--- src/rtl/fifo_rd_pkg.sv ---
// Shared types and sizing for the FIFO read-side drain engine.
package fifo_rd_pkg;
  localparam int DATA_WIDTH_DEF = 16;
  localparam int BUF_DEPTH      = 3;

  typedef logic [1:0] ptr_t;
  typedef logic [1:0] cnt_t;

  function automatic ptr_t ptr_inc(input ptr_t p);
    return (p == ptr_t'(BUF_DEPTH - 1)) ? '0 : p + 2'd1;
  endfunction
endpackage

--- src/rtl/fifo_rd_skid_buf.sv ---
// Three-entry register skid buffer; clear drops contents but keeps storage.
module fifo_rd_skid_buf
  import fifo_rd_pkg::*;
#(
  parameter int DW = DATA_WIDTH_DEF
) (
  input  logic          clk,
  input  logic          rst_n,
  input  logic          push,
  input  logic [DW-1:0] wdata,
  input  logic          pop,
  input  logic          clear,
  output logic [DW-1:0] rdata,
  output logic          valid,
  output cnt_t          count
);
  logic [DW-1:0] r_mem [BUF_DEPTH];
  ptr_t          r_wr_ptr, r_rd_ptr;
  cnt_t          r_count;

  always_ff @(posedge clk or negedge rst_n) begin
    if (!rst_n) begin
      for (int i = 0; i < BUF_DEPTH; i++) r_mem[i] <= '0;
      r_wr_ptr <= '0;
      r_rd_ptr <= '0;
      r_count  <= '0;
    end else if (clear) begin
      r_wr_ptr <= '0;
      r_rd_ptr <= '0;
      r_count  <= '0;
    end else begin
      if (push) begin
        r_mem[r_wr_ptr] <= wdata;
        r_wr_ptr        <= ptr_inc(r_wr_ptr);
      end
      if (pop) r_rd_ptr <= ptr_inc(r_rd_ptr);
      case ({push, pop})
        2'b10:   r_count <= r_count + 2'd1;
        2'b01:   r_count <= r_count - 2'd1;
        default: r_count <= r_count;
      endcase
    end
  end

  assign rdata = r_mem[r_rd_ptr];
  assign valid = (r_count != '0);
  assign count = r_count;
endmodule

--- src/rtl/fifo_stream_reader.sv ---
// Drains the synchronous FIFO into a valid/ready stream using credit-based rd_en.
module fifo_stream_reader
  import fifo_rd_pkg::*;
#(
  parameter int DATA_WIDTH = DATA_WIDTH_DEF,
  parameter int CNT_WIDTH  = 16
) (
  input  logic                  clk,
  input  logic                  rst_n,
  input  logic                  fifo_empty,
  input  logic [DATA_WIDTH-1:0] fifo_data_out,
  input  logic                  fifo_underflow,
  output logic                  fifo_rd_en,
  output logic [DATA_WIDTH-1:0] m_data,
  output logic                  m_valid,
  input  logic                  m_ready,
  input  logic                  flush,
  output logic [CNT_WIDTH-1:0]  words_out,
  output logic                  err_underflow
);
  logic                 r_inflight, r_drop_pending, r_err;
  logic [CNT_WIDTH-1:0] r_words;
  cnt_t                 w_count;
  logic                 w_push, w_pop, w_valid;
  logic [2:0]           w_credit_used;

  // Credits count buffered plus in-flight words, so m_ready never reaches rd_en.
  assign w_credit_used = {1'b0, w_count} + {2'b00, r_inflight};
  assign fifo_rd_en    = rst_n && !fifo_empty && !flush && (w_credit_used < 3'(BUF_DEPTH));
  assign w_push        = r_inflight && !r_drop_pending && !fifo_underflow;
  assign w_pop         = w_valid && m_ready;

  fifo_rd_skid_buf #(.DW(DATA_WIDTH)) u_buf (
    .clk   (clk),
    .rst_n (rst_n),
    .push  (w_push),
    .wdata (fifo_data_out),
    .pop   (w_pop),
    .clear (flush),
    .rdata (m_data),
    .valid (w_valid),
    .count (w_count)
  );

  always_ff @(posedge clk or negedge rst_n) begin
    if (!rst_n) begin
      r_inflight     <= 1'b0;
      r_drop_pending <= 1'b0;
      r_err          <= 1'b0;
      r_words        <= '0;
    end else begin
      r_inflight <= fifo_rd_en;
      // Lasts exactly one cycle: the slot in which a flushed read would return.
      r_drop_pending <= flush ? r_inflight : 1'b0;
      if (r_inflight && fifo_underflow) r_err <= 1'b1;
      if (w_pop) r_words <= r_words + 1'b1;
    end
  end

  assign m_valid       = w_valid;
  assign words_out     = r_words;
  assign err_underflow = r_err;

  a_credit: assert property (@(posedge clk) disable iff (!rst_n)
    w_credit_used <= 3'(BUF_DEPTH));
endmodule

--- config.mk ---
export PLATFORM = sky130hd
export DESIGN_NAME = fifo_stream_reader
export DESIGN_NICKNAME = d
export VERILOG_FILES = /design/src/rtl/fifo_rd_pkg.sv /design/src/rtl/fifo_rd_skid_buf.sv /design/src/rtl/fifo_stream_reader.sv
export SDC_FILE = /design/constraint.sdc
export NUM_CORES = 1
export LEC_CHECK = 0
export BUFFER_PORTS_ARGS = -buffer_cell sky130_fd_sc_hd__buf_2
export CORE_ASPECT_RATIO = 0.8
export CORE_MARGIN = 5
export CORE_UTILIZATION = 40
export DETAILED_ROUTE_END_ITERATION = 12
export GPL_ROUTABILITY_DRIVEN = 0
export PLACE_DENSITY = 0.7
export SYNTH_ARGS = -nofsm -noshare
export SYNTH_HDL_FRONTEND = slang
export SYNTH_HIERARCHICAL = 1
export SYNTH_SLANG_ARGS = --single-unit
--- constraint.sdc ---
create_clock -name clk -period 6.11 [get_ports clk]
set_clock_uncertainty 0.15 [all_clocks]
set_input_delay 0.611 -clock clk [delete_from_list [all_inputs] [get_ports clk]]
set_output_delay 0.611 -clock clk [all_outputs]
set_load 0.01 [all_outputs]
* Yosys cells after proc, flatten, opt, wreduce, memory -nomap -nowiden *
Cells that the tools add are included.

operators by class
  reductions and logical operators = 17
  muxes and demuxes = 15
  order comparisons = 4
  bitwise operators = 3
  add/sub/neg operators = 6
  equality and inequality tests = 4

operators with widths
  cell                                                                   number
  48-bit bitwise mux                                                     1
  16-bit two-way mux                                                     3
  16-bit binary-select mux with 2-bit select                             1
  16-bit demux with 2-bit select                                         1
  16-bit by 1-bit adder with 16-bit output, second input constant        1
  2-bit two-way mux                                                      7
  1-bit logical AND                                                      8
  2-bit by 1-bit adder with 2-bit output, second input constant          3
  2-bit equality test, second input constant                             3
  3-bit greater-or-equal comparator, second input constant               2
  2-bit inverter with 3-bit output                                       2
  2-bit nonzero test                                                     3
  1-bit logical NOT                                                      4
  2-bit case mux with 2 select lines                                     1
  2-bit by 1-bit adder with 3-bit output                                 1
  3-bit by 1-bit < comparator with 1-bit output, second input constant   1
  3-bit by 2-bit < comparator with 1-bit output, second input constant   1
  3-bit nonzero test                                                     1
  2-bit by 1-bit equality test with 1-bit output, second input constant  1
  2-bit AND reduction                                                    1
  2-bit by 1-bit subtractor with 2-bit output, second input constant     1
  1-bit two-way mux                                                      1
  1-bit inverter                                                         1

word-level totals
  input port bits = 22
  word-level logic and storage cells = 59
  flip-flop bits (word level) = 73
  output and inout port bits = 35

* Longest topological paths before layout *
Gate-level depths: netlist (run 1).

  depth after elaboration = 6
  mapped depth = 6
  gate-level depth less buffers = 5

* Hierarchy *
The synthesis (run 1) kept the hierarchy.

modules (own cells, without submodules)
  module              area an instance (µm²)  seq. area each (µm²)  cells an instance  times used
  fifo_rd_skid_buf    2468.6                  1351.3                185                1
  fifo_stream_reader  852.1                   475.5                 66                 1

* Worst setup path before layout (run 1) *
OpenSTA, ideal clock, no wires.

  kind = input to register
  from = input fifo_underflow
  to = register u_buf/r_mem[10] (netlist name)
  setup slack = 3.588 ns
  required time = 5.835 ns
  buffers on the path = 1
  stages = 5
  arrival time = 2.247 ns
  library setup time = 0.125 ns
  path through = nor3b_1 inv_2 nor4b_4 buf_6 mux2_2

between the ends
  longest elaborated chain between the ends = 3

RTL lines
  element                               line                      source
  from (decl)                           fifo_stream_reader.sv:12  input logic fifo_underflow,
  1-bit logical NOT                     fifo_stream_reader.sv:30  assign w_push = r_inflight && !r_drop_pending && !fifo_underflow;
  1-bit logical AND                     fifo_stream_reader.sv:30
  2-bit AND reduction (no source line)  -
  to (signal, indexed assignment)       fifo_rd_skid_buf.sv:33    r_mem[r_wr_ptr] <= wdata;
  to (decl)                             fifo_rd_skid_buf.sv:17    logic [DW-1:0] r_mem [BUF_DEPTH];

Every way passes these cells.
A chain may end at the register's enable or synchronous reset.

* Worst setup path after layout (run 1) *
  from = register u_buf.r_rd_ptr[1]
  to = output m_data[5]

between the ends
  longest elaborated chain between the ends = 4

RTL lines
  element                                                 line                      source
  from (decl)                                             fifo_rd_skid_buf.sv:18    ptr_t r_wr_ptr, r_rd_ptr;
  from (signal assigned)                                  fifo_rd_skid_buf.sv:36    if (pop) r_rd_ptr <= ptr_inc(r_rd_ptr);
  2-bit inverter with 3-bit output (implied by the code)  fifo_rd_skid_buf.sv:45    assign rdata = r_mem[r_rd_ptr];
  16-bit binary-select mux with 2-bit select              fifo_rd_skid_buf.sv:45
  16-bit two-way mux (implied by the code) (2 in a row)   fifo_rd_skid_buf.sv:45
  to (decl)                                               fifo_stream_reader.sv:14  output logic [DATA_WIDTH-1:0] m_data,

Every way passes these cells. The select of a mux whose other input is x is not followed.

==> results of run 1 <==
[power breakdown]
group / leakage, nW / internal [mW] / total (mW) / switching (mW)
Combinational: 0.767 / 0.109 / 0.231 / 0.122
Clock: 0.105 / 0.205 / 0.398 / 0.192
Sequential: 0.978 / 0.533 / 0.582 / 0.0490
[sequential cells by signal, indices dropped and copies added, names as in the netlist]
signal          cells
r_drop_pending      1
u_buf/r_mem        48
err_underflow       1
u_buf/r_wr_ptr      2
u_buf/count         2
r_inflight          1
u_buf/r_rd_ptr      2
words_out          16
[cell usage in the layout (no fill, tap or decap), types with 2 or more instances in the layout]
master    instances
a21oi_1           3
and2_1            2
and4_1            2
buf_2            55
buf_4             2
clkbuf_8         10
clkinv_4          2
dfrtp_1          73
ha_1              3
mux2_2           48
mux2i_1          18
nand2_1          21
nand3_1           3
nand3_2           2
nand4_1           3
nor2_1            7
nor3_4            2
nor3b_1           4
nor4b_4           2
o21ai_0          17
xnor2_1          11
xor2_1            6
[cells by family after synthesis]
| family | synth area share |
|---|---|
| DFF | 0.550 |
| muxes | 0.220 |
| and+or+nand+nor | 0.117 |
| AOI/OAI and AO/OA | 0.0324 |
| xor gates and xnor gates | 0.0448 |
| buffers and inverters | 0.0237 |
| adders and majority gates | 0.0113 |
[cell type report]
cell class | instances | area share
clock inverters | 6 | 0.0193
flip-flops and latches | 73 | 0.470
well taps | 108 | 0.0348
repair buffers | 57 | 0.0747
inverters | 1 | 0.000966
clock buffers | 10 | 0.0354
multi-input cells | 166 | 0.364
diodes | 1 | 0.000644
[worst register-to-register path, stage by stage (launching register included)]
cell and delay [ns]:
dfrtp_1 0.39, nor3b_1 0.63, inv_2 0.22, nor4b_4 1.08, mux2_2 0.43
[routing by layer]
metal / routed length [um] / track usage / up-vias
li1: - / - / 1007
met1: 2920 / 0.162 / 1072
met2: 3040 / 0.222 / 48
met3: 398 / 0.0538 / 11
met4: 80 / 0.0365 / 0
met5: 0 / 0 / -
[path summary, 6_finish.rpt]
path                                               start  cells past startpoint                           to  slack, ns
min reg2reg                    err_underflow$_DFFE_PN0P_                      1    err_underflow$_DFFE_PN0P_       0.32
max in group asynchronous                          rst_n                      1  u_buf/r_mem[18]$_DFFE_PN0P_       4.99
min                                                rst_n                      1    err_underflow$_DFFE_PN0P_       0.23
max reg2reg                         r_inflight$_DFF_PN0_                      4   u_buf/r_mem[4]$_DFFE_PN0P_       3.09
min in group clk               err_underflow$_DFFE_PN0P_                      1    err_underflow$_DFFE_PN0P_       0.32
max                        u_buf/r_rd_ptr[1]$_DFFE_PN0P_                      5                    m_data[5]       2.89
[metrics by stage]
stage	instance area, um2	cells	hold slack [ns]	power [mW]	utilization
final	3890	422	0.227	1.21	0.485
after global routing	3880	421	0.320	1.28	0.484
after CTS	3880	421	0.273	1.23	0.484
after detailed placement	3670	405	0.310	0.827	0.458
after global placement	3670	405	0.288	0.819	0.458
after floorplan	3320	251	0.165	0.723	-
==> results_dict.tcl, run 1 <==
set metrics [dict create \
    setup_ws_ns 2.89 \
    die_w_um 112 \
    preCtsSetupSlack_ns 2.79 \
    critical-path-max-stage-delay_ns 0.76 \
    synth-seq-area-share 0.550 \
    vias 2138 \
    core_mm2 0.00802 \
    numPortBuffers 56 \
    drtIter0Drc 113 \
    antenna_found_initial 0 \
    fin_crit_sh 0.526 \
    netlist_top_cells_count "dfrtp_1 (73), mux2_2 (48), nand2_1 (21), mux2i_1 (18), o21ai_0 (17)" \
    synth_top_area_cell "dfrtp_1" \
    initial_utilization 0.414 \
    vdd_drop_max_uv 144 \
    hold_buffers 0 \
    yosysTopAreaCellShare 0.550 \
    clock-sinks 73 \
    tightestPinTransition_ns 1.22 \
    yosys_warnings 6 \
    track_usage 0.133 \
    drc 0 \
    outcome "completed" \
    root_buffer "clkbuf_8" \
    tns_ns 0 \
    die_h_um 91.5 \
    dp_hpwl_um 4370 \
    drt-pass1-iter-count 4 \
    drive_above_1_share 0.425 \
    arrival_ns 2.46 \
    maxCapViolCount 0 \
    p_leak_nw 1.85 \
    cts_setup_buffers 0 \
    yosysMostFrequentCell "dfrtp_1" \
    rsz0062_at_grt "false" \
    grt_pass1_vias 2289 \
    synth_cells 251 \
    ff_latch_area_mm2 0.00183 \
    syn_avg_cell_area_um2 13.2 \
    cts_tree "yes" \
    fmax_ghz 0.311 \
    syn_nets 276 \
    endpoint_kind "primary output" \
    ys_ff_latch 73 \
    hp-class "in -> async" \
    wl_per_cell_um 15.2 \
    syn-cell-area_mm2 0.00332 \
    synth_cell_type_count 34 \
    async_flop_share 1.00 \
    areaGrowthSynthToFinish_pct 17.0 \
    viasPerCell 5.07 \
    crit_chain "nor2b_1, buf_4, nand2_1, o21ai_0, buf_2" \
    cp.required_ns 5.35 \
    numCtsBuffers 9 \
    rows 29 \
    cts_resized 0 \
    fillers 738 \
    synth_edf_count 0 \
    worst_path_max_delay_cell "dfrtp_1" \
    multiInputGateArea_mm2 0.00142 \
    ys_top_cells_by_area "dfrtp_1 (55%), mux2_2 (16%), mux2i_1 (5.4%)" \
    critical_path.max_fanout 19 \
    cellPowerDensity_mw_per_mm2 312 \
    critical_path_buf_inv_count 2 \
    critPathTopFamily "flip-flops" \
    fin_nets 333 \
    path_class "reg -> out" \
    pin_count 57 \
    clkTransAtPathRegs_ns 0.08 \
    start_kind "register" \
    grt_max_degree 75 \
    period_minus_slack_ns 3.22 \
    grt_pass1_wl_um 11000 \
    slew_headroom 0.184 \
    clockBufferDepth 2 \
    gr-total-overflow 0 \
    hold_violations 0 \
    slew_viol_final 0 \
    wl_um 6430 \
    ys.flop_type "dfrtp_1" \
    setup_viol 0 \
    htreeDepth 3 \
    dieArea_mm2 0.0102 \
    clkLatencyLatePin_ns 0.35 \
    drtAntennaViolNets 0 \
]
(Power assumes the default switching activity.)
==> run 2: changes to the inputs <==
--- a/config.mk
+++ b/config.mk
@@ -5,6 +5,7 @@
 export SDC_FILE = /design/constraint.sdc
 export NUM_CORES = 1
 export LEC_CHECK = 0
+export ABC_AREA = 1
 export BUFFER_PORTS_ARGS = -buffer_cell sky130_fd_sc_hd__buf_2
 export CORE_ASPECT_RATIO = 0.8
 export CORE_MARGIN = 5
==> constraint.sdc (replaced) <==
create_clock -name clk -period 3 [get_ports clk]
set_clock_uncertainty 0.15 [all_clocks]
set_input_delay 0.3 -clock clk [delete_from_list [all_inputs] [get_ports clk]]
set_output_delay 0.3 -clock clk [all_outputs]
set_load 0.01 [all_outputs]
==> run 2 against run 1 <==
Register-to-register slack lost 2.2 ns. Total power up 120%. Synthesized cell count increased by 58%. Wire length up 11%. Die area is 1.5% higher. Via count rose by 26%. Clock power is 96% higher. Synthesized area is 1.7% higher. Largest power group unchanged. Sequential power grew 110%. Sequential share of layout area down 0.57 points. Flip-flop and latch count stayed put. Largest cell class unchanged.
==> results_dict.tcl, run 2 <==
set metrics [dict create \
    die_w_um 113 \
    dpl.cell_count 554 \
    fillers 820 \
    critPathTopFamily "simple AND/OR/NAND/NOR gates" \
    arrival_ns 1.82 \
    yosysMostFrequentCell "nand2_1" \
    critical_path_buf_inv_count 1 \
    track_usage 0.150 \
    worst_path_max_delay_cell "nor2_2" \
    rows 30 \
    clock-sinks 73 \
    cts_setup_buffers 0 \
    viasPerCell 4.72 \
    synth_top_area_cell "dfrtp_1" \
    vdd_drop_max_uv 314 \
    dieArea_mm2 0.0104 \
    clkTransAtPathRegs_ns 0.07 \
    endpoint_kind "primary output" \
    synth_cells 397 \
    clkLatencyLatePin_ns 0.33 \
    wl_per_cell_um 12.5 \
    slew_viol_final 0 \
    hold_violations 0 \
    grt_pass1_wl_um 12800 \
    period_minus_slack_ns 2.27 \
    drive_above_1_share 0.187 \
    drt-pass1-iter-count 4 \
    cp_num_cells 4 \
    holdWs_ns 0.0389 \
    async_flop_share 1.00 \
    worstRegToRegCells 5 \
    grt_pass1_vias 2702 \
    drc 0 \
    drtAntennaViolNets 0 \
    fmax_ghz 0.441 \
    layout_commonest_cell "nand2_1" \
    vias 2695 \
    setup_viol 0 \
    rsz0062_at_grt "false" \
    netlist_top_cells_count "nand2_1 (146), dfrtp_1 (73), o21ai_1 (46), inv_1 (36), nand3_1 (25)" \
    clockBufferDepth 2 \
    tightestPinTransition_ns 0.774 \
    outcome "completed" \
    ys_top_cells_by_area "dfrtp_1 (54%), nand2_1 (16%), o21ai_1 (6.8%)" \
    ys.flop_type "dfrtp_1" \
    path_class "reg -> out" \
    fin_nets 479 \
    tns_ns 0 \
    numCtsBuffers 9 \
    root_buffer "clkbuf_8" \
    largest_register_ffs 48 \
    syn_avg_cell_area_um2 8.50 \
    cp.required_ns 2.55 \
    start_kind "register" \
    slew_headroom 0.484 \
    synth_edf_count 0 \
    pin_count 57 \
    synth_cell_type_count 26 \
    cellPowerDensity_mw_per_mm2 689 \
    die_h_um 92.2 \
    mostFrequentLayoutCells "nand2_1 (146), dfrtp_1 (73), buf_2 (55)" \
    critical-path-max-stage-delay_ns 0.64 \
    fin_util 0.470 \
    drtIter0Drc 154 \
    p_leak_nw 2.07 \
    critical_path.max_fanout 17 \
    initial_utilization 0.403 \
    core_mm2 0.00837 \
    wl_um 7110 \
    maxCapViolCount 0 \
    areaGrowthSynthToFinish_pct 16.5 \
    hp-class "in -> reg" \
    synth-seq-area-share 0.541 \
    cts_tree "yes" \
    antenna_found_initial 0 \
    crit_chain "nor2_2, nand2_1, nand3_1, buf_2" \
    yosys_warnings 6 \
    numPortBuffers 56 \
    fin_cells 571 \
    holdPathStages 2 \
    dp_hpwl_um 4950 \
    ys_ff_latch 73 \
    syn-cell-area_mm2 0.00338 \
    yosysTopAreaCellShare 0.541 \
    gr-total-overflow 0 \
    diodes 0 \
    top_register "u_buf/r_mem" \
    syn_nets 422 \
    grt_max_degree 46 \
    htreeDepth 3 \
    fin_crit_sh 0.755 \
]
## run 2: worst paths after layout
kind	startpoint	end	slack [ns]
setup / recovery	u_buf/r_rd_ptr[0]$_DFFE_PN0P_	m_data[14]	0.73
hold / removal	fifo_underflow	err_underflow$_DFFE_PN0P_	0.04
setup reg to reg	r_inflight$_DFF_PN0_	u_buf/r_mem[10]$_DFFE_PN0P_	0.87
hold reg to reg	err_underflow$_DFFE_PN0P_	err_underflow$_DFFE_PN0P_	0.31
max in group asynchronous	rst_n	u_buf/r_mem[37]$_DFFE_PN0P_	1.50
min in group asynchronous	rst_n	words_out[0]$_DFFE_PN0P_	0.30
## run 2: cells by family after synthesis
kind of cell    share of synthesized area
xor+xnor                           0.0182
simple gates                        0.273
fa+ha+maj                          0.0111
flops                               0.541
compound gates                     0.0875
buf+inv                            0.0689
## run 2: timing repair
action	4_1_cts	5_1_grt
resized for setup	0	0
endpoints found under the hold margin	28	0
hold buffers	1	0
## run 2: per-stage QoR
step           area (um2)  power [mW]  setup slack [ns]
6_report             3930        2.71             0.734
5_1_grt              3930        2.91             0.537
4_1_cts              3930        2.76             0.695
3_5_place_dp         3720        1.96             0.854
3_3_place_gp         3720        1.93             0.920
2_1_floorplan        3380        1.69              1.43
## run 2: layer usage
layer  up-vias  global-route usage  share of wire
met5         -                   0              0
met4         0              0.0320         0.0052
met3         4              0.0482          0.053
met2        56               0.248           0.47
met1      1255               0.193           0.47
li1       1380                   -              -
## run 2: cell type report
class,count,area (um2),area share
flip-flops and latches,73,1830,0.464
clock inverters,2,35.0,0.00891
clock buffers,14,173,0.0439
well taps,112,140,0.0356
repair buffers,58,300,0.0763
inverters,38,143,0.0363
multi-input cells,274,1320,0.335
## run 2: report_power, final
group	total, mW	leakage, nW	internal [mW]	switching [mW]
combinational	0.681	0.991	0.260	0.421
clock	0.779	0.107	0.452	0.327
sequential	1.25	0.969	1.13	0.119
total	2.71	2.07	1.84	0.867
